[config.mk]
export PLATFORM = sky130hd
export DESIGN_NAME = vga_term_writer_flat
export DESIGN_NICKNAME = d
export VERILOG_FILES = /design/src/rtl/vga_term_pkg.sv /design/src/rtl/vga_term_writer_if.sv /design/src/rtl/vga_term_addr.sv /design/src/rtl/vga_term_writer.sv /design/src/flat_wrapper.sv
export SDC_FILE = /design/constraint.sdc
export NUM_CORES = 1
export LEC_CHECK = 0
export CAP_MARGIN = 20
export CORE_UTILIZATION = 65
export CTS_BUF_LIST = sky130_fd_sc_hd__clkbuf_2 sky130_fd_sc_hd__clkbuf_4 sky130_fd_sc_hd__clkbuf_8
export CTS_CLUSTER_DIAMETER = 50
export DETAILED_ROUTE_END_ITERATION = 10
export PLACE_DENSITY = 0.95
export SYNTH_ARGS = -nofsm -noshare
export SYNTH_HDL_FRONTEND = slang
export SYNTH_HIERARCHICAL = 1
export SYNTH_SLANG_ARGS = --single-unit
[constraint.sdc]
create_clock -name pclk -period 12.05 [get_ports pclk]
set_input_delay 3.615 -clock pclk [delete_from_list [all_inputs] [get_ports pclk]]
set_output_delay 3.615 -clock pclk [all_outputs]
set_load 0.01 [all_outputs]
[src/rtl/vga_term_pkg.sv]
// rtl/vga_term_pkg.sv - shared state encoding and ASCII constants for the terminal writer
package vga_term_pkg;

  typedef enum logic [1:0] {
    INIT_CLR,
    IDLE,
    SCROLL_CLR
  } state_t;

  localparam logic [7:0] CH_LF    = 8'h0A;
  localparam logic [7:0] CH_CR    = 8'h0D;
  localparam logic [7:0] CH_BS    = 8'h08;
  localparam logic [7:0] CH_SPACE = 8'h20;

  function automatic logic is_printable(input logic [7:0] c);
    return (c >= 8'h20) && (c <= 8'h7E);
  endfunction

endpackage

[src/rtl/vga_term_writer_if.sv]
// rtl/vga_term_writer_if.sv - character input handshake plus character-RAM write port
interface vga_term_writer_if #(
  parameter int ADDR_W = 12
);
  logic              in_valid;
  logic [7:0]        in_char;
  logic              in_ready;
  logic              wr_en;
  logic [ADDR_W-1:0] wr_addr;
  logic [7:0]        wr_data;

  // master is the writer itself; slave is the producer / RAM side
  modport master (
    input  in_valid, in_char,
    output in_ready, wr_en, wr_addr, wr_data
  );

  modport slave (
    output in_valid, in_char,
    input  in_ready, wr_en, wr_addr, wr_data
  );
endinterface

[src/rtl/vga_term_addr.sv]
// rtl/vga_term_addr.sv - maps logical (row, col) through the scroll base to a RAM address
module vga_term_addr #(
  parameter int COLS   = 70,
  parameter int ROWS   = 30,
  parameter int ADDR_W = 12
) (
  input  logic [4:0]        row,
  input  logic [6:0]        col,
  input  logic [4:0]        base,
  output logic [ADDR_W-1:0] addr
);
  logic [5:0] sum;
  logic [4:0] phys;

  // base and row are both below ROWS, so a single conditional subtract is the modulo
  always_comb begin
    sum  = {1'b0, row} + {1'b0, base};
    phys = (sum >= 6'(ROWS)) ? 5'(sum - 6'(ROWS)) : sum[4:0];
    addr = ADDR_W'(phys) * ADDR_W'(COLS) + ADDR_W'(col);
  end
endmodule

[src/rtl/vga_term_writer.sv]
// rtl/vga_term_writer.sv - text terminal writer into a scrolling character RAM (optional VGA_TERM_BS_EN)
module vga_term_writer
  import vga_term_pkg::*;
#(
  parameter int COLS   = 70,
  parameter int ROWS   = 30,
  parameter int ADDR_W = 12
) (
  input  logic               pclk,
  input  logic               rst,
  vga_term_writer_if.master  bus,
  output logic [4:0]         cursor_row,
  output logic [6:0]         cursor_col,
  output logic [4:0]         scroll_base
);
  localparam logic [ADDR_W-1:0] LAST_INIT = ADDR_W'(COLS * ROWS - 1);
  localparam logic [ADDR_W-1:0] LAST_COL  = ADDR_W'(COLS - 1);
  localparam logic [6:0]        COL_MAX   = 7'(COLS - 1);
  localparam logic [4:0]        ROW_MAX   = 5'(ROWS - 1);

  state_t            state, state_nx;
  logic [ADDR_W-1:0] clr_cnt;
  logic              wr_en_q;
  logic [ADDR_W-1:0] wr_addr_q;
  logic [7:0]        wr_data_q;
  logic              ready, accept, is_print, is_lf, is_cr, is_bs;
  logic              newline, need_scroll;
  logic [6:0]        wr_col;
  logic [ADDR_W-1:0] cur_addr, clr_addr;

  always_comb begin
    accept   = bus.in_valid && ready;
    is_print = is_printable(bus.in_char);
    is_lf    = (bus.in_char == CH_LF);
    is_cr    = (bus.in_char == CH_CR);
`ifdef VGA_TERM_BS_EN
    is_bs    = (bus.in_char == CH_BS);
`else
    is_bs    = 1'b0;
`endif
    // backspace writes at the column it moves to; everything else at the current column
    wr_col      = (is_bs && cursor_col != 7'd0) ? cursor_col - 7'd1 : cursor_col;
    newline     = accept && (is_lf || (is_print && cursor_col == COL_MAX));
    need_scroll = newline && (cursor_row == ROW_MAX);
  end

  vga_term_addr #(.COLS(COLS), .ROWS(ROWS), .ADDR_W(ADDR_W)) u_cur_addr (
    .row (cursor_row),
    .col (wr_col),
    .base(scroll_base),
    .addr(cur_addr)
  );

  // scroll_base has already advanced, so logical bottom row is the freshly exposed one
  vga_term_addr #(.COLS(COLS), .ROWS(ROWS), .ADDR_W(ADDR_W)) u_clr_addr (
    .row (ROW_MAX),
    .col (clr_cnt[6:0]),
    .base(scroll_base),
    .addr(clr_addr)
  );

  always_ff @(posedge pclk) begin
    if (rst) state <= INIT_CLR;
    else     state <= state_nx;
  end

  always_comb begin
    state_nx = state;
    case (state)
      INIT_CLR:   if (clr_cnt == LAST_INIT) state_nx = IDLE;
      IDLE:       if (need_scroll)          state_nx = SCROLL_CLR;
      SCROLL_CLR: if (clr_cnt == LAST_COL)  state_nx = IDLE;
      default:                              state_nx = INIT_CLR;
    endcase
  end

  always_comb begin
    ready = (state == IDLE);
  end

  always_ff @(posedge pclk) begin
    if (rst) begin
      clr_cnt     <= '0;
      wr_en_q     <= 1'b0;
      wr_addr_q   <= '0;
      wr_data_q   <= '0;
      cursor_row  <= '0;
      cursor_col  <= '0;
      scroll_base <= '0;
    end else begin
      wr_en_q <= 1'b0;
      case (state)
        INIT_CLR, SCROLL_CLR: begin
          wr_en_q   <= 1'b1;
          wr_data_q <= CH_SPACE;
          wr_addr_q <= (state == INIT_CLR) ? clr_cnt : clr_addr;
          clr_cnt   <= (state_nx != state) ? '0 : clr_cnt + 1'b1;
        end
        IDLE: if (accept) begin
          if (is_print || is_bs) begin
            wr_en_q   <= 1'b1;
            wr_addr_q <= cur_addr;
            wr_data_q <= is_bs ? CH_SPACE : bus.in_char;
          end
          if (is_print && cursor_col != COL_MAX) cursor_col <= cursor_col + 7'd1;
          else if (is_bs)                        cursor_col <= wr_col;
          else if (is_print || is_lf || is_cr)   cursor_col <= '0;
          if (newline && cursor_row != ROW_MAX)  cursor_row <= cursor_row + 5'd1;
          if (need_scroll) begin
            scroll_base <= (scroll_base == ROW_MAX) ? 5'd0 : scroll_base + 5'd1;
            clr_cnt     <= '0;
          end
        end
        default: ;
      endcase
    end
  end

  assign bus.in_ready = ready;
  assign bus.wr_en    = wr_en_q;
  assign bus.wr_addr  = wr_addr_q;
  assign bus.wr_data  = wr_data_q;
endmodule

[src/flat_wrapper.sv]
// flat-port wrapper written by rule: the top's interface ports become plain ports
module vga_term_writer_flat import vga_term_pkg::*;
#(
  parameter int COLS   = 70,
  parameter int ROWS   = 30,
  parameter int ADDR_W = 12
)
  (pclk, rst, cursor_row, cursor_col, scroll_base, bus_in_valid, bus_in_char, bus_in_ready, bus_wr_en, bus_wr_addr, bus_wr_data);
  vga_term_writer_if #(.ADDR_W(ADDR_W)) bus_i ();
  input  logic pclk;
  input  logic rst;
  output logic [4:0] cursor_row;
  output logic [6:0] cursor_col;
  output logic [4:0] scroll_base;
  input wire logic [$bits(bus_i.in_valid)-1:0] bus_in_valid;
  input wire logic [$bits(bus_i.in_char)-1:0] bus_in_char;
  output wire logic [$bits(bus_i.in_ready)-1:0] bus_in_ready;
  output wire logic [$bits(bus_i.wr_en)-1:0] bus_wr_en;
  output wire logic [$bits(bus_i.wr_addr)-1:0] bus_wr_addr;
  output wire logic [$bits(bus_i.wr_data)-1:0] bus_wr_data;
  assign bus_i.in_valid = bus_in_valid;
  assign bus_i.in_char = bus_in_char;
  assign bus_in_ready = bus_i.in_ready;
  assign bus_wr_en = bus_i.wr_en;
  assign bus_wr_addr = bus_i.wr_addr;
  assign bus_wr_data = bus_i.wr_data;
  vga_term_writer #(.COLS(COLS), .ROWS(ROWS), .ADDR_W(ADDR_W)) u_core (.pclk(pclk), .rst(rst), .bus(bus_i), .cursor_row(cursor_row), .cursor_col(cursor_col), .scroll_base(scroll_base));
endmodule
; Yosys cells after proc, flatten, opt, wreduce, memory -nomap -nowiden
; Index checks and enable logic that the tools add are counted.
[totals]
output_inout_bits = 39
wordCells = 81
register_bits = 52
input_bits = 11
[classes]
mux = 23
n_mul = 2
n_lt_le_gt_ge = 4
addsub = 10
n_eq_ne = 15
reduce_logical = 19
[op_table]
columns = operator, n
row1 = $mux 12, 6
row2 = $pmux 12 s2, 2
row3 = $add 12x7->12, 2
row4 = $mul 5x6->11 const B, 2
row5 = $eq 8x4->1 const B, 2
row6 = $mux 8, 2
row7 = $pmux 8 s2, 1
row8 = $mux 5, 3
row9 = $reduce_and 3->1, 5
row10 = $mux 7, 2
row11 = $add 12x1->12 const B, 1
row12 = $eq 12x12->1 const B, 1
row13 = $eq 12x7->1 const B, 1
row14 = $ge 6x5->1 const B, 2
row15 = $add 5x1->5 const B, 2
row16 = $eq 5x5->1 const B, 2
row17 = $sub 5x5->5 const B, 2
row18 = $ge 8x6->1 const B, 1
row19 = $le 8x7->1 const B, 1
row20 = $add 7x1->7 const B, 1
row21 = $eq 7x7->1 const B, 1
row22 = $logic_and 1x1->1, 7
row23 = $ne 7x7->1 const B, 1
row24 = $add 5x5->6, 1
row25 = other kinds (14), 22

; Logic depth before layout (Yosys ltp)
; Gate-level depths: netlist of the first run.
[depth]
word_depth = 11
mapped_depth = 25
ltp_nobuf = 25

; Cells and area by module
; Netlist of the first run, hierarchy kept.
[by_module_without_submodules]
columns = module, instances, cells_each, seq_area_each_um2, area_each_um2
row1 = vga_term_writer, 1, 324, 1041.0, 2772.7
row2 = vga_term_addr (u_core.u_cur_addr), 1, 142, 0.0, 1166.1
row3 = vga_term_addr (u_core.u_clr_addr), 1, 132, 0.0, 1072.3

; Least setup slack after synthesis of the first run
; No wires, ideal clock.
[synth_timing]
path_kind = input port to flip-flop
from = in bus_in_char[7]
to = reg u_core.cursor_row[1]
path_slack_ps = 7057
setup_time_ps = 115
arrival_ps = 4878
cell_stages = 5
path_buffers = 1
t_required_ps = 11935
cell_sequence = or3_1 buf_2 o41a_1 and2_0 o21a_1
[synth_between]
elab_chain_cells = 7
elab_cells_between_ends = 9
classes_between = 2 x order compare / 1 x eq/ne / 6 x reduce/logical
[synth_rtl]
columns = element, line
row1 = from (decl), flat_wrapper.sv:16  ; input wire logic [$bits(bus_i.in_char)-1:0] bus_in_char;
row2 = $ge 8x6->1 / $le 8x7->1 (equally long branches), vga_term_pkg.sv:16  ; return (c >= 8'h20) && (c <= 8'h7E);
row3 = $logic_and 1x1->1, vga_term_pkg.sv:16
row4 = $logic_and 1x1->1, vga_term_writer.sv:43  ; newline = accept && (is_lf || (is_print && cursor_col == COL_MAX));
row5 = $logic_or 1x1->1 (*), vga_term_writer.sv:43
row6 = $logic_and 1x1->1 (*), vga_term_writer.sv:43
row7 = $logic_and 1x1->1 (*), vga_term_writer.sv:108  ; if (newline && cursor_row != ROW_MAX) cursor_row <= cursor_row + 5'd1;
row8 = $reduce_and 3->1 (no line) (*), -
row9 = to (signal assigned), vga_term_writer.sv:108
row10 = to (decl), vga_term_writer.sv:12  ; output logic [4:0] cursor_row,
; Mark *: on every way between the ends. The rest lies on a longest branch, timed or not.
; A chain may end at the register's enable or synchronous reset.

; Worst setup path in the final report of the first run
[layout_timing]
from = in bus_in_char[5]
to = reg u_core.wr_data_q[4], in the netlist u_core/bus.wr_data[4]
[layout_between]
elab_chain_cells = 4
elab_cells_between_ends = 5
classes_between = 2 x order compare / 1 x eq/ne / 2 x reduce/logical
[layout_rtl]
columns = element, line
row1 = $ge 8x6->1 / $le 8x7->1 (equally long branches), vga_term_pkg.sv:16
row2 = $logic_and 1x1->1 (*), vga_term_pkg.sv:16
row3 = $ne 2x2->1 (no line) (*), -
row4 = $reduce_and 3->1 (no line) (*), -
row5 = to (signal assigned), vga_term_writer.sv:103  ; wr_data_q <= is_bs ? CH_SPACE : bus.in_char;
row6 = to (decl), vga_term_writer.sv:25  ; logic [7:0] wr_data_q;
; Marked as above.

==> results_dict.tcl, run 1 <==
set metrics [dict create \
    status "complete, no violations" \
    path_cells "clkdlybuf4s50_1, nand3_1, o22ai_1, o31ai_2, buf_4, nor2_1, a22o_1" \
    grt_pass1_vias 4500 \
    drt-total-wl_mm 12.62 \
    rsz0062_at_grt "false" \
    fillers 504 \
    ios 50 \
    setup_tns_ps 0 \
    leakage_nw 2.297 \
    synthToLayoutAreaGrowth_pct 12.23 \
    period_minus_slack_ps 5711 \
    clk_path_buf_depth 2 \
    ys_seq_area_share_pct 20.77 \
    clk-insertion-delay-late_ps 300 \
    yosysUniqueCellTypes 85 \
    drt_iter0_markers 347 \
    synth-seq-cells 52 \
    synth_ff_type "dfxtp_1" \
    critical_path_class "in -> reg" \
    synth_area_mm2 0.005011 \
    synth_warnings 6 \
    core_mm2 0.007370 \
    synthArstFlopShare_pct 0 \
    fin_nets 704 \
    die_h_um 89.80 \
    numCtsBuffers 5 \
    cts_tree "built" \
    cts-resized-gates 0 \
    ant_nets 0 \
    vias_per_cell 6.492 \
    r2r-start "u_core/scroll_base[0]" \
    port_buffers 49 \
    required_ps 12300 \
    cp_slowest_cell "o22ai_1" \
    clkTransAtPathRegs_ps 100 \
    min_from "u_core/bus.wr_addr[0]" \
    antennaDiodeCount 0 \
    synth_edf_count 0 \
    arrival_ps 5960 \
    finalMaxSlewViolations 0 \
    post-place-ws_ps 6119 \
    fin_ws_ps 6339 \
    cp_slowest_stage_delay_ps 710 \
    utilization_pct 76.32 \
    htree_levels 2 \
    totalPowerFinal_uw 338.8 \
    yosys.area.top_type "dfxtp_1" \
    antenna_found_initial 0 \
    yosys-top-cells-area "dfxtp_1 21%, ha_1 13%, mux2i_1 5.4%" \
    pwr_density_cell_mw_per_mm2 60.23 \
    dieWidth_um 89.80 \
    fmax_mhz 175.1 \
    grtUsageTotal_pct 31.14 \
    cts_hold_buf 0 \
    critPathCaptureType "register" \
    fin_crit_sh_pct 47.40 \
    post_cts_buffers 0 \
    cts.sinks 52 \
    firstDrtPassIters 6 \
    syn_area_per_cell_um2 8.380 \
    vdd_drop_max_v 0.00005085 \
    wl_per_cell_um 17.20 \
    gp_congestion 0.8804 \
    vias 4765 \
    max_slew.worst_pin.slew_ps 913.5 \
    slew_headroom_pct 39.10 \
    synth_top_area_share_pct 20.77 \
    grt_start_max_net_pins 40 \
    placed_area_mm2 0.005539 \
    cts_root_buf "clkbuf_8" \
    max_cap_violations 0 \
    finalHoldViolCount 0 \
    grt_pass1_wl_mm 21.00 \
    grt_overflow 0 \
    placementRows 31 \
    netlist_instances 598 \
    startpoint_type "input pin" \
    finalSetupViolCount 0 \
    drive_gt1_share_pct 6.772 \
    dieArea_mm2 0.008064 \
    initial_core_util_pct 68.00 \
    clock_skew_ps 11.20 \
    cp_max_fo 13 \
    drc 0 \
    fin_area_mm2 0.005624 \
    place_hpwl_mm 9.483 \
    hold_class "reg -> reg" \
    setup.worst_path.start "bus_in_char[5]" \
]
## synthesized netlist by cell type, types with 4 or more instances
cell type,count
nand2b_1,4
o21a_1,5
or3_1,10
nor3_1,9
fa_1,6
nand3b_1,5
o22ai_1,5
a31oi_1,12
nand4_1,7
nor2_1,52
ha_1,52
o31ai_1,4
a21oi_1,43
a22o_1,8
o211ai_1,7
buf_2,9
clkbuf_1,10
o21bai_1,5
mux2i_1,27
dfxtp_1,52
nor2b_1,7
xnor2_1,21
nand2_1,39
a211oi_1,11
or4_1,5
nand3_1,22
o21ai_0,25
inv_1,22
a21o_1,9
and2_1,8
xor2_1,20
## worst max-delay path: cells and delay by family
kind | cells | cell delay, ps
compound gates | 3 | 1040
buf+inv | 2 | 800
simple gates | 2 | 510
## worst paths after layout
path | to | slack [ps] | cells past startpoint
min | u_core/bus.wr_addr[0] | 500 | 2
max reg2reg | u_core/bus.wr_addr[10] | 6510 | 23
min reg2reg | u_core/bus.wr_addr[0] | 500 | 2
max | u_core/bus.wr_data[4] | 6340 | 7
## layout make-up
type                    instances  area (um^2)  share of cell area [%]
well taps                      99        123.9                   2.202
clock inverters                 2        16.27                  0.2892
flip-flops and latches         52         1041                   18.51
clock buffers                   5        68.82                   1.224
multi-input cells             501         3775                   67.12
repair buffers                 52        513.0                   9.121
inverters                      23        86.33                   1.535
## per-stage QoR
stage          instances  hold slack [ps]
5_1_grt              734            522.8
3_3_place_gp         727            458.5
2_1_floorplan        602            489.1
4_1_cts              734            501.0
6_report             734            501.3
3_5_place_dp         727            467.5
## routing by layer
layer	GRT usage [%]	part of all wire (%)	up-vias
li1	-	-	2266
met5	0	0	-
met3	4.399	6.1	40
met2	54.17	49	226
met4	11.20	3.1	0
met1	39.12	42	2233
## report_power, final
group,total (mW),internal [mW],switching [mW],leakage (nW)
logic,0.0625,0.0268,0.0358,1.84
registers,0.176,0.173,0.00208,0.420
clock network,0.101,0.0407,0.0601,0.0406
total,0.339,0.241,0.0979,2.30
## registers in the layout (all words and copies together), names as in the netlist
signal and count:
u_core/bus.wr_addr 12, u_core/bus.wr_data 8, u_core/bus.wr_en 1, u_core/clr_cnt 12
u_core/cursor_col 7, u_core/cursor_row 5, u_core/scroll_base 5, u_core/state 2
## cells by family after synthesis
| logic type | count (synthesis) | share of synthesized area, % |
|---|---|---|
| xor gates and xnor gates | 46 | 9.239 |
| and+or+nand+nor | 197 | 20.80 |
| other | 2 | 0.1499 |
| adders and majority gates | 58 | 15.38 |
| AOI/OAI and AO/OA | 167 | 23.97 |
| DFF | 52 | 20.77 |
| buffers and inverters | 49 | 4.295 |
| muxes | 27 | 5.393 |
## placed cells by master (no fill, tap or decap), drive strengths merged, types with 22 or more instances in the layout
master | Yosys | layout
nand2 | 40 | 40
mux2i | 27 | 27
dfxtp | 52 | 52
inv | 23 | 24
clkdlybuf4s50 | 0 | 49
o21ai | 30 | 30
nor2 | 52 | 52
nand3 | 22 | 22
ha | 52 | 52
xnor2 | 25 | 25
a21oi | 45 | 45
No activity file was read; power rests on OpenSTA's default activity.
==> run 2: changes to the inputs <==
Settings changed: CORE_UTILIZATION 65 to 54, PLACE_DENSITY 0.95 to 0.88.
Clock period 12.05 ns to 5.2 ns, I/O delays scaled along.
==> results_dict.tcl, run 2 (synthesis gave the netlist of run 1 again) <==
set metrics [dict create \
    status "finished, violations left" \
    violations "design-rule violations" \
    startpoint_type "register" \
    crit_path_frequent_cell "o21ai_0" \
    p_switching_uw 246.5 \
    wl_per_cell_um 17.12 \
    leakage_nw 2.370 \
    arrival_ps 5230 \
    gp_congestion 0.9050 \
    grt_overflow 0 \
    htree_levels 2 \
    ios 50 \
    seq_power_share_pct 50.0 \
    numCtsBuffers 5 \
    drt-total-wl_mm 12.96 \
    whs_ps 480.7 \
    vdd_drop_max_v 0.0001239 \
    fmax_mhz 199.8 \
    initial_core_util_pct 56.63 \
    path_buf_inv 3 \
    grt_pass1_vias 4424 \
    clock_skew_ps 5.756 \
    finalSetupViolCount 0 \
    ant_nets 0 \
    drive_gt1_share_pct 11.86 \
    antennaDiodeCount 0 \
    setup.worst_path.start "u_core/cursor_row[0]" \
    pwr_density_cell_mw_per_mm2 138.6 \
    max_slew.worst_pin.slew_ps 839.1 \
    critical_path_class "reg -> reg" \
    totalPowerFinal_uw 811.6 \
    period_minus_slack_ps 5005 \
    mostFrequentLayoutCell "nor2_1" \
    finalMaxSlewViolations 0 \
    layout_common_cells "52 x nor2_1, 49 x clkdlybuf4s50_1, 49 x dfxtp_1, 47 x ha_1, 41 x a21oi_1" \
    drc 3 \
    port_buffers 49 \
    clkTransAtPathRegs_ps 110 \
    min_from "u_core/bus.wr_data[7]" \
    cts_root_buf "clkbuf_8" \
    vias_per_cell 6.288 \
    antenna_found_initial 0 \
    fin_nets 717 \
    r2r-start "u_core/cursor_row[0]" \
    cp_slowest_cell "fa_2" \
    slew_headroom_pct 43.98 \
    placed_area_mm2 0.005610 \
    finalHoldViolCount 0 \
    max_cap_violations 0 \
    dieWidth_um 98.33 \
    die_h_um 98.33 \
    critPathCaptureType "register" \
    rsz0062_at_grt "true" \
    grtUsageTotal_pct 26.31 \
    cts.sinks 52 \
    clkPwrFrac_pct 32.0 \
    clk-insertion-delay-late_ps 330 \
    grt_pass1_wl_mm 20.90 \
    power.internal_uw 565.1 \
    fin_crit_sh_pct 96.24 \
    cp_slowest_stage_delay_ps 410 \
    fin_area_mm2 0.005854 \
    utilization_pct 66.16 \
    required_ps 5420 \
    synthToLayoutAreaGrowth_pct 16.83 \
    comb_power_share_pct 18.0 \
    switching_share_pct 30.38 \
    firstDrtPassIters 8 \
    placementRows 34 \
    place_hpwl_mm 9.575 \
    clk_path_buf_depth 2 \
    grt_start_max_net_pins 40 \
    cp_top_family "compound AO/OA/AOI/OAI gates" \
    dieArea_mm2 0.009669 \
    drt_iter0_markers 257 \
    core_mm2 0.008848 \
    cts_hold_buf 0 \
    hold_class "reg -> reg" \
    cp_max_fo 6 \
    post-place-ws_ps 36.83 \
    cts_tree "built" \
    fin_ws_ps 195.4 \
    vias 4760 \
]
-- run 2: cell count changes in the layout (fill, tap and decap cells not counted), sizes merged --
cell,change
xnor2,+1
clkinv,+1
buf,+12
-- run 2: through the flow --
step	TNS, ps	std cells
5_1_grt	-139.3	757
4_1_cts	0	752
6_report	0	757
2_1_floorplan	0	602
3_5_place_dp	0	744
3_3_place_gp	0	744
-- run 2: worst paths after layout --
kind                                  to  slack [ps]  cells past startpoint
setup / recovery  u_core/bus.wr_addr[10]         200                     26
hold / removal     u_core/bus.wr_data[7]         480                      1
setup reg to reg  u_core/bus.wr_addr[10]         200                     26
hold reg to reg    u_core/bus.wr_data[7]         480                      1
-- run 2: layer usage --
| layer | wire length, um | part of all wire (%) | up-vias | global-route usage (%) |
|---|---|---|---|---|
| li1 | - | - | 2294 | - |
| met1 | 5639 | 44 | 2263 | 34.23 |
| met2 | 6335 | 49 | 175 | 44.42 |
| met3 | 673 | 5.2 | 28 | 3.722 |
| met4 | 312 | 2.4 | 0 | 9.414 |
| met5 | 0 | 0 | - | 0 |
-- run 2: final cells by class --
cell class / instances / area (um^2)
multi-input cells: 502 / 3886
fillers: 747 / 2994
flip-flops and latches: 52 / 1047
repair buffers: 64 / 603.1
well taps: 108 / 135.1
inverters: 23 / 86.33
clock buffers: 5 / 68.82
clock inverters: 3 / 27.53
-- run 2: power groups by stage --
stage / Sequential, mW / Combinational (mW) / Clock (mW)
after global placement: 0.415 / 0.135 / 0
final: 0.406 / 0.146 / 0.260
after floorplan: 0.416 / 0.102 / 0
after detailed placement: 0.416 / 0.141 / 0
after CTS: 0.407 / 0.142 / 0.263
after global routing: 0.407 / 0.163 / 0.281
-- run 2: timing repair --
| item | 4_1_cts | 5_1_grt |
|---|---|---|
| buffers inserted | 0 | 4 |
| resized for setup | 0 | 26 |
| setup endpoints to repair | 0 | 6 |
-- run 2: worst register-to-register path: cells and delay by family, from the launching register on --
family                   cells  cell delay (ps)
XOR/XNOR                     2              320
AO/OA/AOI/OAI               10             1540
flip-flops                   1              380
adder cells (fa/ha/maj)      5             1300
multiplexers                 2              280
AND/OR/NAND/NOR              4              760
buffers and inverters        3              300
==> run 3: changes to the inputs <==
==> constraint.sdc (replaced) <==
create_clock -name pclk -period 5.2 [get_ports pclk]
set_input_delay 1.3 -clock pclk [delete_from_list [all_inputs] [get_ports pclk]]
set_output_delay 1.3 -clock pclk [all_outputs]
set_load 0.01 [all_outputs]
==> results_dict.tcl, run 3 (synthesis gave the netlist of run 1 again) <==
set metrics [dict create \
    cp_slowest_cell "dfxtp_4" \
    rr_worst_depth 23 \
    totalPowerFinal_uw 806.4 \
    grtUsageTotal_pct 25.98 \
    critical_path_class "reg -> reg" \
    cp_top_family "compound AO/OA/AOI/OAI gates" \
    drive_gt1_share_pct 11.40 \
    clk_path_buf_depth 2 \
    cts_root_buf "clkbuf_8" \
    grt_overflow 0 \
    ant_nets 0 \
    ios 50 \
    grt_pass1_wl_mm 20.62 \
    holdPathEnd "u_core/bus.wr_data[7]" \
    utilization_pct 65.88 \
    die_h_um 98.33 \
    vias_per_cell 6.244 \
    arrival_ps 5290 \
    firstDrtPassIters 10 \
    clkTransAtPathRegs_ps 100 \
    placementRows 34 \
    startpoint_type "register" \
    finalSetupViolCount 0 \
    grt_pass1_vias 4489 \
    fin_ws_ps 116.0 \
    gp_congestion 0.9056 \
    violations "design-rule violations" \
    holdPathStages 1 \
    slew_headroom_pct 38.70 \
    fin_nets 717 \
    cts.sinks 52 \
    drt_iter0_markers 235 \
    multiInputGateArea_mm2 0.003864 \
    post-place-ws_ps 90.08 \
    fillers 712 \
    drt-total-wl_mm 13.05 \
    dieArea_mm2 0.009669 \
    setup_tns_ps 0 \
    synthToLayoutAreaGrowth_pct 16.33 \
    path_buf_inv 2 \
    cts_tree "built" \
    hold_class "reg -> reg" \
    core_mm2 0.008848 \
    whs_ps 479.3 \
    finalMaxSlewViolations 0 \
    grt_start_max_net_pins 40 \
    antennaDiodeCount 0 \
    cp_slowest_stage_delay_ps 380 \
    dieWidth_um 98.33 \
    port_buffers 49 \
    dp.cells 743 \
    leakage_nw 2.385 \
    r2r-start "u_core/cursor_row[0]" \
    final_cell_count_no_fill 757 \
    clk-insertion-delay-late_ps 320 \
    required_ps 5400 \
    fmax_mhz 196.7 \
    fin_crit_sh_pct 97.77 \
    mostFrequentLayoutCell "nor2_1" \
    htree_levels 2 \
    layout_common_cells "52 x nor2_1, 50 x ha_1, 49 x clkdlybuf4s50_1, 49 x dfxtp_1, 41 x a21oi_1" \
    place_hpwl_mm 9.512 \
    critPathCaptureType "register" \
    max_cap_violations 0 \
    vias 4727 \
    wl_per_cell_um 17.24 \
    r2r_slack_ps 120 \
    antenna_found_initial 0 \
    cp_max_fo 6 \
    status "finished, violations left" \
    drc 1 \
    initial_core_util_pct 56.63 \
    seqCellArea_mm2 0.001047 \
    max_slew.worst_pin.slew_ps 919.5 \
    min_from "u_core/bus.wr_data[7]" \
    period_minus_slack_ps 5084 \
    vdd_drop_max_v 0.0001611 \
    path_cells "ha_1, fa_2, a21o_1, a21oi_4, buf_4, xnor2_2, nor3_1, o211ai_1, o21a_1, inv_1, ha_1, ha_4, or2b_1, a221o_1, or3_1, o21ai_0, o32ai_1, a22o_1, xor2_1, a21oi_1, o21ai_0, mux2i_1, nor2_1" \
    finalHoldViolCount 0 \
    clock_skew_ps 8.435 \
    fin_area_mm2 0.005829 \
    placed_area_mm2 0.005603 \
    numCtsBuffers 5 \
    pwr_density_cell_mw_per_mm2 138.3 \
    setup.worst_path.start "u_core/cursor_row[0]" \
    reg2reg_to "u_core/bus.wr_addr[10]" \
]
run 3: cell types whose count changed in the layout (fill, tap and decap cells not counted), moves of 2 or more:
cell,delta
inv_6,+2
xor2_4,-2
xor2_2,+3
ha_2,-4
ha_1,+3
run 3: final cells by class:
cell class / count / area share (%)
Multi-Input combinational cell: 502 / 66.28
Sequential cell: 52 / 17.97
Timing Repair Buffer: 64 / 10.35
Tap cell: 108 / 2.318
Inverter: 23 / 1.481
Clock buffer: 6 / 1.309
Clock inverter: 2 / 0.3005
run 3: where the power goes:
part	switching (mW)	internal, mW	leakage, nW
clock	0.149	0.104	0.0496
combinational	0.0832	0.0641	1.91
sequential	0.00452	0.401	0.422
total	0.237	0.570	2.39
run 3: how the worst max path moves through the flow:
stage,end,slack [ps],depth (start not counted)
after global routing,u_core/bus.wr_addr[10],-80,24
after CTS,u_core/bus.wr_addr[10],20,25
after detailed placement,u_core/bus.wr_addr[10],90,24
after global placement,u_core/bus.wr_addr[10],320,24
after floorplan,u_core/bus.wr_addr[10],280,24
final,u_core/bus.wr_addr[10],120,23
run 3: worst reg2reg max path, cell delays in order (launching register included):
cell and delay, ps:
dfxtp_4 380, ha_1 230, fa_2 380, a21o_1 220, a21oi_4 270, buf_4 200, xnor2_2 150, nor3_1 80
o211ai_1 210, o21a_1 190, inv_1 50, ha_1 340, ha_4 310, or2b_1 260, a221o_1 340, or3_1 320
o21ai_0 80, o32ai_1 100, a22o_1 230, xor2_1 180, a21oi_1 150, o21ai_0 90, mux2i_1 170, nor2_1 60
run 3: what timing repair did:
item,in CTS,in global routing
endpoints found under the hold margin,0,0
setup endpoints to repair,1,6
pin swaps,0,3
resized for setup,0,20
hold buffers,0,0
setup buffers,1,4
cloned,0,1
run 3: per-layer routing:
metal  vias to the layer above  global-route usage, %  share of wire, %
met5                         -                      0                 0
met4                         0                  8.611               2.2
met3                        24                  5.082               6.9
met1                      2222                  31.48                42
met2                       184                  45.99                48
li1                       2297                      -                 -
